<file path="src/rtl/irq_pkg.sv">
// Shared definitions for the interrupt controller: register offsets,
// FSM state encoding and the "no source" claim ID.
package irq_pkg;

  localparam logic [2:0] REG_CTRL     = 3'd0;
  localparam logic [2:0] REG_MASK     = 3'd1;
  localparam logic [2:0] REG_MODE     = 3'd2;
  localparam logic [2:0] REG_PENDING  = 3'd3;
  localparam logic [2:0] REG_CLAIM    = 3'd4;
  localparam logic [2:0] REG_COMPLETE = 3'd5;

  localparam logic [2:0] ID_NONE = 3'd0;

  // HWInt into CP0 is always 6 bits wide, whatever NSRC is.
  localparam int HWINT_W = 6;

  typedef enum logic {
    S_IDLE = 1'b0,
    S_BUSY = 1'b1
  } state_t;

endpackage

</file>
<file path="src/rtl/irq_ctrl_prio_enc.sv">
// Lowest-index-wins priority encoder. The ID is the source index plus one,
// so that 0 can mean "nothing requested".
module irq_prio_enc
  import irq_pkg::*;
#(
  parameter int NSRC = 6
) (
  input  logic [NSRC-1:0] req,
  output logic            valid,
  output logic [2:0]      id
);

  // Scan from the top down so the lowest set index is the last one written.
  always_comb begin
    valid = 1'b0;
    id    = ID_NONE;
    for (int i = NSRC - 1; i >= 0; i--) begin
      if (req[i]) begin
        valid = 1'b1;
        id    = 3'(i + 1);
      end
    end
  end

endmodule

</file>
<file path="src/rtl/irq_ctrl.sv">
// Memory-mapped interrupt controller: latches peripheral IRQ lines (edge or
// level per source), masks them, claims the lowest-index eligible source and
// holds a registered request to CP0 until the CPU retires it via COMPLETE.
// NSRC must lie in 1..6.
module irq_ctrl
  import irq_pkg::*;
#(
  parameter int NSRC = 6
) (
  input  logic               clk,
  input  logic               reset,
  input  logic [31:2]        Addr,
  input  logic               WE,
  input  logic [31:0]        Din,
  output logic [31:0]        Dout,
  input  logic [NSRC-1:0]    irq_in,
  output logic [HWINT_W-1:0] HWInt,
  output logic               irq_out
);

  logic            ge;
  logic [NSRC-1:0] mask;
  logic [NSRC-1:0] mode;
  logic [NSRC-1:0] pending;
  logic [NSRC-1:0] pending_next;
  logic [NSRC-1:0] irq_q;
  logic [NSRC-1:0] eligible;
  logic [NSRC-1:0] edge_set;
  logic [NSRC-1:0] w1c;
  logic [NSRC-1:0] cmp_clr;
  logic [2:0]      off;
  logic [2:0]      claim_id;
  logic [2:0]      claim_next;
  logic            irq_next;
  logic            wr_ctrl;
  logic            wr_pending;
  logic            wr_complete;
  logic            complete_hit;
  logic            ge_drop;
  logic            enc_valid;
  logic [2:0]      enc_id;
  logic            unused_bits;
  state_t          state;
  state_t          state_next;

  assign off         = Addr[4:2];
  assign wr_ctrl     = WE && (off == REG_CTRL);
  assign wr_pending  = WE && (off == REG_PENDING);
  assign wr_complete = WE && (off == REG_COMPLETE);

  assign eligible = pending & mask & {NSRC{ge}};
  assign HWInt    = HWINT_W'(eligible);

  // Only the claimed ID retires the interrupt; a disable of GE is the other way out.
  assign complete_hit = (state == S_BUSY) && wr_complete && (Din[2:0] == claim_id);
  assign ge_drop      = (state == S_BUSY) && wr_ctrl && !Din[0];

  assign edge_set = irq_in & ~irq_q;
  assign w1c      = wr_pending ? Din[NSRC-1:0] : '0;

  // Upper address bits and unused data bits are deliberately ignored.
  assign unused_bits = ^{Addr[31:5], Din};

  irq_prio_enc #(
    .NSRC (NSRC)
  ) u_prio_enc (
    .req   (eligible),
    .valid (enc_valid),
    .id    (enc_id)
  );

  // Per-source clear from a matching COMPLETE; edge sources only ever see it.
  always_comb begin
    cmp_clr = '0;
    for (int i = 0; i < NSRC; i++) begin
      cmp_clr[i] = complete_hit && (claim_id == 3'(i + 1));
    end
  end

  // Edge sources: set beats clear. Level sources simply follow the input.
  always_comb begin
    pending_next = (mode & (edge_set | (pending & ~(w1c | cmp_clr)))) | (~mode & irq_in);
  end

  // Input history and pending latch.
  always_ff @(posedge clk) begin
    if (reset) begin
      irq_q   <= '0;
      pending <= '0;
    end else begin
      irq_q   <= irq_in;
      pending <= pending_next;
    end
  end

  // Software-visible configuration registers.
  always_ff @(posedge clk) begin
    if (reset) begin
      ge   <= 1'b0;
      mask <= '0;
      mode <= '0;
    end else if (WE) begin
      case (off)
        REG_CTRL: ge   <= Din[0];
        REG_MASK: mask <= Din[NSRC-1:0];
        REG_MODE: mode <= Din[NSRC-1:0];
        default:  ;
      endcase
    end
  end

  // Claim FSM state register, including the registered request to CP0.
  always_ff @(posedge clk) begin
    if (reset) begin
      state    <= S_IDLE;
      claim_id <= ID_NONE;
      irq_out  <= 1'b0;
    end else begin
      state    <= state_next;
      claim_id <= claim_next;
      irq_out  <= irq_next;
    end
  end

  // Claim FSM next state: claim in IDLE, hold in BUSY until GE drop or COMPLETE.
  always_comb begin
    state_next = state;
    claim_next = claim_id;
    irq_next   = irq_out;
    case (state)
      S_IDLE: begin
        if (enc_valid) begin
          claim_next = enc_id;
          irq_next   = 1'b1;
          state_next = S_BUSY;
        end else begin
          irq_next = 1'b0;
        end
      end
      S_BUSY: begin
        irq_next = 1'b1;
        if (ge_drop || complete_hit) begin
          irq_next   = 1'b0;
          claim_next = ID_NONE;
          state_next = S_IDLE;
        end
      end
      default: begin
        state_next = S_IDLE;
        claim_next = ID_NONE;
        irq_next   = 1'b0;
      end
    endcase
  end

  // Combinational read mux.
  always_comb begin
    Dout = '0;
    case (off)
      REG_CTRL:    Dout = {31'b0, ge};
      REG_MASK:    Dout = 32'(mask);
      REG_MODE:    Dout = 32'(mode);
      REG_PENDING: Dout = 32'(pending);
      REG_CLAIM:   Dout = {29'b0, claim_id};
      default:     Dout = '0;
    endcase
  end

endmodule
</file>
<file path="config.mk">
export PLATFORM = sky130hd
export DESIGN_NAME = irq_ctrl
export DESIGN_NICKNAME = d
export VERILOG_FILES = /design/src/rtl/irq_pkg.sv /design/src/rtl/irq_ctrl_prio_enc.sv /design/src/rtl/irq_ctrl.sv
export SDC_FILE = /design/constraint.sdc
export NUM_CORES = 1
export LEC_CHECK = 0
export ABC_CLOCK_PERIOD_IN_PS = 7300
export CAP_MARGIN = 15
export CORE_MARGIN = 1.5
export CORE_UTILIZATION = 41
export CTS_BUF_LIST = sky130_fd_sc_hd__clkbuf_4 sky130_fd_sc_hd__clkbuf_8
export DETAILED_ROUTE_END_ITERATION = 8
export GPL_ROUTABILITY_DRIVEN = 0
export GPL_TIMING_DRIVEN = 1
export PLACE_DENSITY_LB_ADDON = 0.25
export SYNTH_ARGS = -nofsm -noshare
export SYNTH_HDL_FRONTEND = slang
export SYNTH_SLANG_ARGS = --single-unit
</file>
<file path="constraint.sdc">
create_clock -name clk -period 7.3 [get_ports clk]
set_input_delay 2.19 -clock clk [delete_from_list [all_inputs] [get_ports clk]]
set_output_delay 2.19 -clock clk [all_outputs]
set_load 0.01 [all_outputs]
</file>
# Word-level counts from Yosys, hierarchy flattened
# Cells that the tools add are included.
# W data, S select, Z words.
# word_totals
romBits	0
latchBits	0
regBits	29
out_inout_bits	39
mem_count	0
ram_bits	0
word_cells	74
in_bits	71
# op_classes
eq_ne	14
reduce_logical	20
n_div	0
multipliers	0
n_lt_le_gt_ge	0
addsub	0
n_mux	20
n_bitwise	13
shifts	0
# op_table
cell	count
$and A6 B6 Y6	6
$pmux W6 S5	1
$mux W3	8
$not A6 Y6	3
$or A6 B6 Y6	3
$eq A3 B3 Y1 const B	5
$logic_and A1 B1 Y1	13
$eq A3 B2 Y1 const B	4
$mux W1	8
$reduce_and A2 Y1	4
$eq A3 B1 Y1 const B	2
$mux W6	1
$pmux W3 S2	1
$eq A3 B3 Y1	1
$logic_not A3 Y1	1
$ne A2 B1 Y1 const B	1
$ne A2 B2 Y1 const B	1
$pmux W1 S2	1
$logic_not A1 Y1	1
$logic_or A1 B1 Y1	1
$not A1 Y1	1

# Depth between registers and ports, before layout
# depth
ltp_word	11
depth_mapped	6
mapped_depth_nobuf	4

# By module
# From an unflattened synthesis, not the netlist that was laid out.
# unflattened
cells_unflattened	204
hier_area_um2	1783.0
# modules_own_cells
module	cells_each	seq_area_each_um2	area_each_um2	instances
irq_ctrl	194	580.6	1725.4	1
irq_prio_enc	10	0.0	57.6	1

# Worst setup path before layout
# Ideal clock, no wire load.
# synth_path
kind	input to output
start	in Addr[2] (netlist name)
end	out Dout[3]
t_arrival_ns	3.224
slack_ns	1.886
cell_stages	5
cell_sequence	buf_2 clkbuf_1 mux2_2 a22oi_1 nor2_1
# synth_via
elab_chain_cells	2
# synth_rtl
item	line_no	text
start, declared	irq_ctrl.sv:12	input logic [31:2] Addr,
$eq A3 B3 Y1, or another cell as far along	irq_ctrl.sv:159	case (off)
$pmux W6 S5 (*)	irq_ctrl.sv:159	
end, declared	irq_ctrl.sv:15	output logic [31:0] Dout,
# Mark *: on every way between the ends. The rest lies on a longest branch, timed or not.

# Final worst setup path
# layout_path
start	in Addr[2] (netlist name)
end	out Dout[2]
# Same word-level chain as after synthesis.

==> summary.md <==
| Metric | Value |
|---|---|
| Worst hold path class | reg -> reg |
| Setup CP Type | in -> out |
| Post-cts sizing count | 0 |
| Routed wire length | slightly below 4 mm |
| PortBufs | 30 |
| Synth Warn # | 0 |
| Vias post-DR | about 1,400 |
| Clock Skew | between 0.006 and 0.007 ns |
| N_diodes | 0 |
| R2R Path Start | claim_id[2]$_SDFFE_PP0P_ |
| CTS Buf Count | 5 |
| Cell depth of the worst flop-to-flop path | 4 |
| I/O Pins | 110 |
| Critical Path Source | Addr[2] |
| Final Net Count | between 200 and 300 |
| Pin count of the biggest net entering global routing | 28 |
| HPWL Detailed | 2.760 mm |
| Post-Place Setup Slack | between 0.8 and 0.9 ns |
| Avg Inst Size Synth | between 8 and 9 sq um |
| Clk buf depth | 2 |
| Crit Path Max Fanout | 16 |
| CTS H-tree lvls | 2 |
| Max-cap violation count | 0 |
| First-pass GRT wire length | roughly 6.3 mm |
| Drt initial violations | around 120 |
| DR DRC count | 0 |
| Mapped Cells | 199 |
| Worst Min Path Start | irq_q[0]$_SDFF_PP0_ |
| Die area | 4645 sq um |
| Pwr dens | approximately 170 nW/um^2 |
| Maximum VDD drop | 0.08412 mV |
| CTS Root Cell | clkbuf_8 |
| Setup violators final | 0 |
| Die width | between 60 and 70 um |
| Total core area | just over 4000 sq um |
| Leakage | ~0.78 nW |
| Hold EP | pending[0]$_SDFF_PP0_ |
| Critical Path RT | between 5 and 6 ns |
| RSZ-0062 raised after global routing | false |
| CTS tree | done |
| Initial DRT Pass Iterations | 4 |
| Initial antenna violation count | 0 |
| Post-CTS Hold Buffers | 0 |
| FMAX | around 150 MHz |
| Fin. max-slew vios | 0 |
| Worst-Skew Late Latency | 0.28 ns |
| Yosys top cell area share | 33.36% |
| Synthesized area | 1740 sq um |
| Initial Util | 43.20% |
| Share of layout cells above drive strength 1 | 9.292% |
| Tmin final | roughly 6.5 ns |
| CTS sink count | 29 |
| Post-route setup TNS | 0 ns |
| Hold Fails Final Rpt | 0 |
| DR vias/cell | 5.120 |
| Vias in the first global route | roughly 1,300 |
| Setup Fix Bufs, Post-CTS | 0 |
| Post-synthesis sequential area ratio | approximately 33% |
| Arr. time, crit path | around 4.3 ns |
| Status | completed |
| Die Span Y | 68.16 um |
| DR WL/cell | about 14 um |
| Worst setup margin | slightly below 0.8 ns |
| Slew @ Worst Pin | 0.7916 ns |
| Final hold slack | roughly 0.48 ns |
| Grt total ovfl | 0 |
| Synth unique cells | 38 |
| Yosys top cell by area | dfxtp_1 |
| FF-to-FF End | pending[4]$_SDFF_PP0_ |
| Total track usage | 18.97% |
| Synth top area cells | dfxtp_1 (33%), buf_4 (12%), mux2i_1 (8.6%) |
| Clk pin slew, worst setup/hold paths | roughly 0.060 ns |
| DRT antenna net count | 0 |
| Worst reg2reg setup slack | approximately 5.5 ns |
| Yosys reg bits | 29 |
| Critical Path End Type | primary output |
| Row count | 23 |
| Startpoint Class | primary input |
| Hold Path Depth | 2 |
| Layout area overhead | 17.54% |
| Slew headroom | a little under half |
| Fraction of the cycle the final worst path needs | about 90% |
-- power by group --
group          internal [mW]  switching (mW)  leakage, nW
sequential             0.164         0.00381        0.237
clock                 0.0696          0.0617       0.0484
combinational         0.0195          0.0236        0.497
total                  0.253          0.0892        0.783
-- worst max-delay path, stage by stage --
cell,delay [ns]
clkdlybuf4s50_1,0.90
nor2b_1,0.34
a22oi_1,0.13
o22ai_1,0.19
clkdlybuf4s50_1,0.57
-- cells in the mapped netlist, drive strengths merged --
cell type,instances
a32o,1
o21ai,1
conb,1
buf,30
o41ai,1
nor3,2
mux2i,15
inv,2
a2bb2oi,1
nor2,21
nand3,3
and3,5
mux2,4
nor2b,13
o21ba,1
a22oi,9
nand2b,4
and4b,1
nand2,12
xor2,3
clkbuf,8
a21bo,1
or2,1
a21oi,2
nor3b,3
dfxtp,29
nand4b,1
o22ai,5
a22o,7
o2bb2ai,1
a211oi,6
nor4,1
nand4,4
-- cells in the final DEF, fill, tap and decap left out, drive strengths merged, types with 2 or more instances in the layout --
cell type,n
a211oi,6
a21oi,2
a22o,7
a22oi,9
and3,5
buf,2
clkbuf,6
clkdlybuf4s50,30
clkinv,2
conb,26
dfxtp,29
inv,2
mux2,4
mux2i,15
nand2,12
nand2b,4
nand3,3
nand4,4
nor2,21
nor2b,13
nor3,2
nor3b,3
o22ai,5
xor2,3
-- per-layer routing --
metal  wire length (um)  vias up  GRT usage (%)
met2               1804       58          28.03
li1                   -      704              -
met3                294        7          5.099
met4                 65        0          8.000
met1               1802      644          25.91
met5                  0        -              0
-- sequential cells by signal, indices dropped and copies added (netlist names) --
name	cells
mode	6
claim_id	3
pending	6
mask	6
irq_q	6
state	1
ge	1
-- cells by family after synthesis --
| kind of cell | synth area share (%) |
|---|---|
| AO/OA/AOI/OAI | 15.89 |
| XOR/XNOR | 1.510 |
| buffers and inverters | 14.95 |
| flip-flops | 33.36 |
| multiplexers | 11.21 |
| other | 0.2155 |
| AND/OR/NAND/NOR | 22.86 |
-- how the worst max path moves through the flow --
| stage | cells after the start | endpoint | slack, ns |
|---|---|---|---|
| after global placement | 5 | Dout[0] | 0.83 |
| after detailed placement | 5 | Dout[2] | 0.81 |
| after floorplan | 5 | Dout[3] | 1.89 |
| after CTS | 5 | Dout[2] | 0.79 |
| after global routing | 5 | Dout[2] | 0.69 |
| final | 5 | Dout[2] | 0.79 |
-- through the flow --
| stage | util, % | instances | cell area [sq um] | total power [mW] |
|---|---|---|---|---|
| after floorplan | - | 224 | 1834 | 0.2058 |
| after global placement | 48.63 | 268 | 1959 | 0.2132 |
| after detailed placement | 48.63 | 268 | 1959 | 0.2135 |
| after CTS | 50.78 | 276 | 2046 | 0.3443 |
| after global routing | 50.78 | 276 | 2046 | 0.3580 |
| final | 50.78 | 276 | 2046 | 0.3418 |
-- cell type report --
type | instances | area, sq um
clock inverter | 2 | 10.01
tap | 50 | 62.56
clock buffer | 6 | 76.32
inverter | 2 | 7.507
sequential | 29 | 580.6
fill | 425 | 1983
timing repair buffer | 32 | 315.3
multi-input combinational | 155 | 993.5
Power figures use the tool's default switching activity.
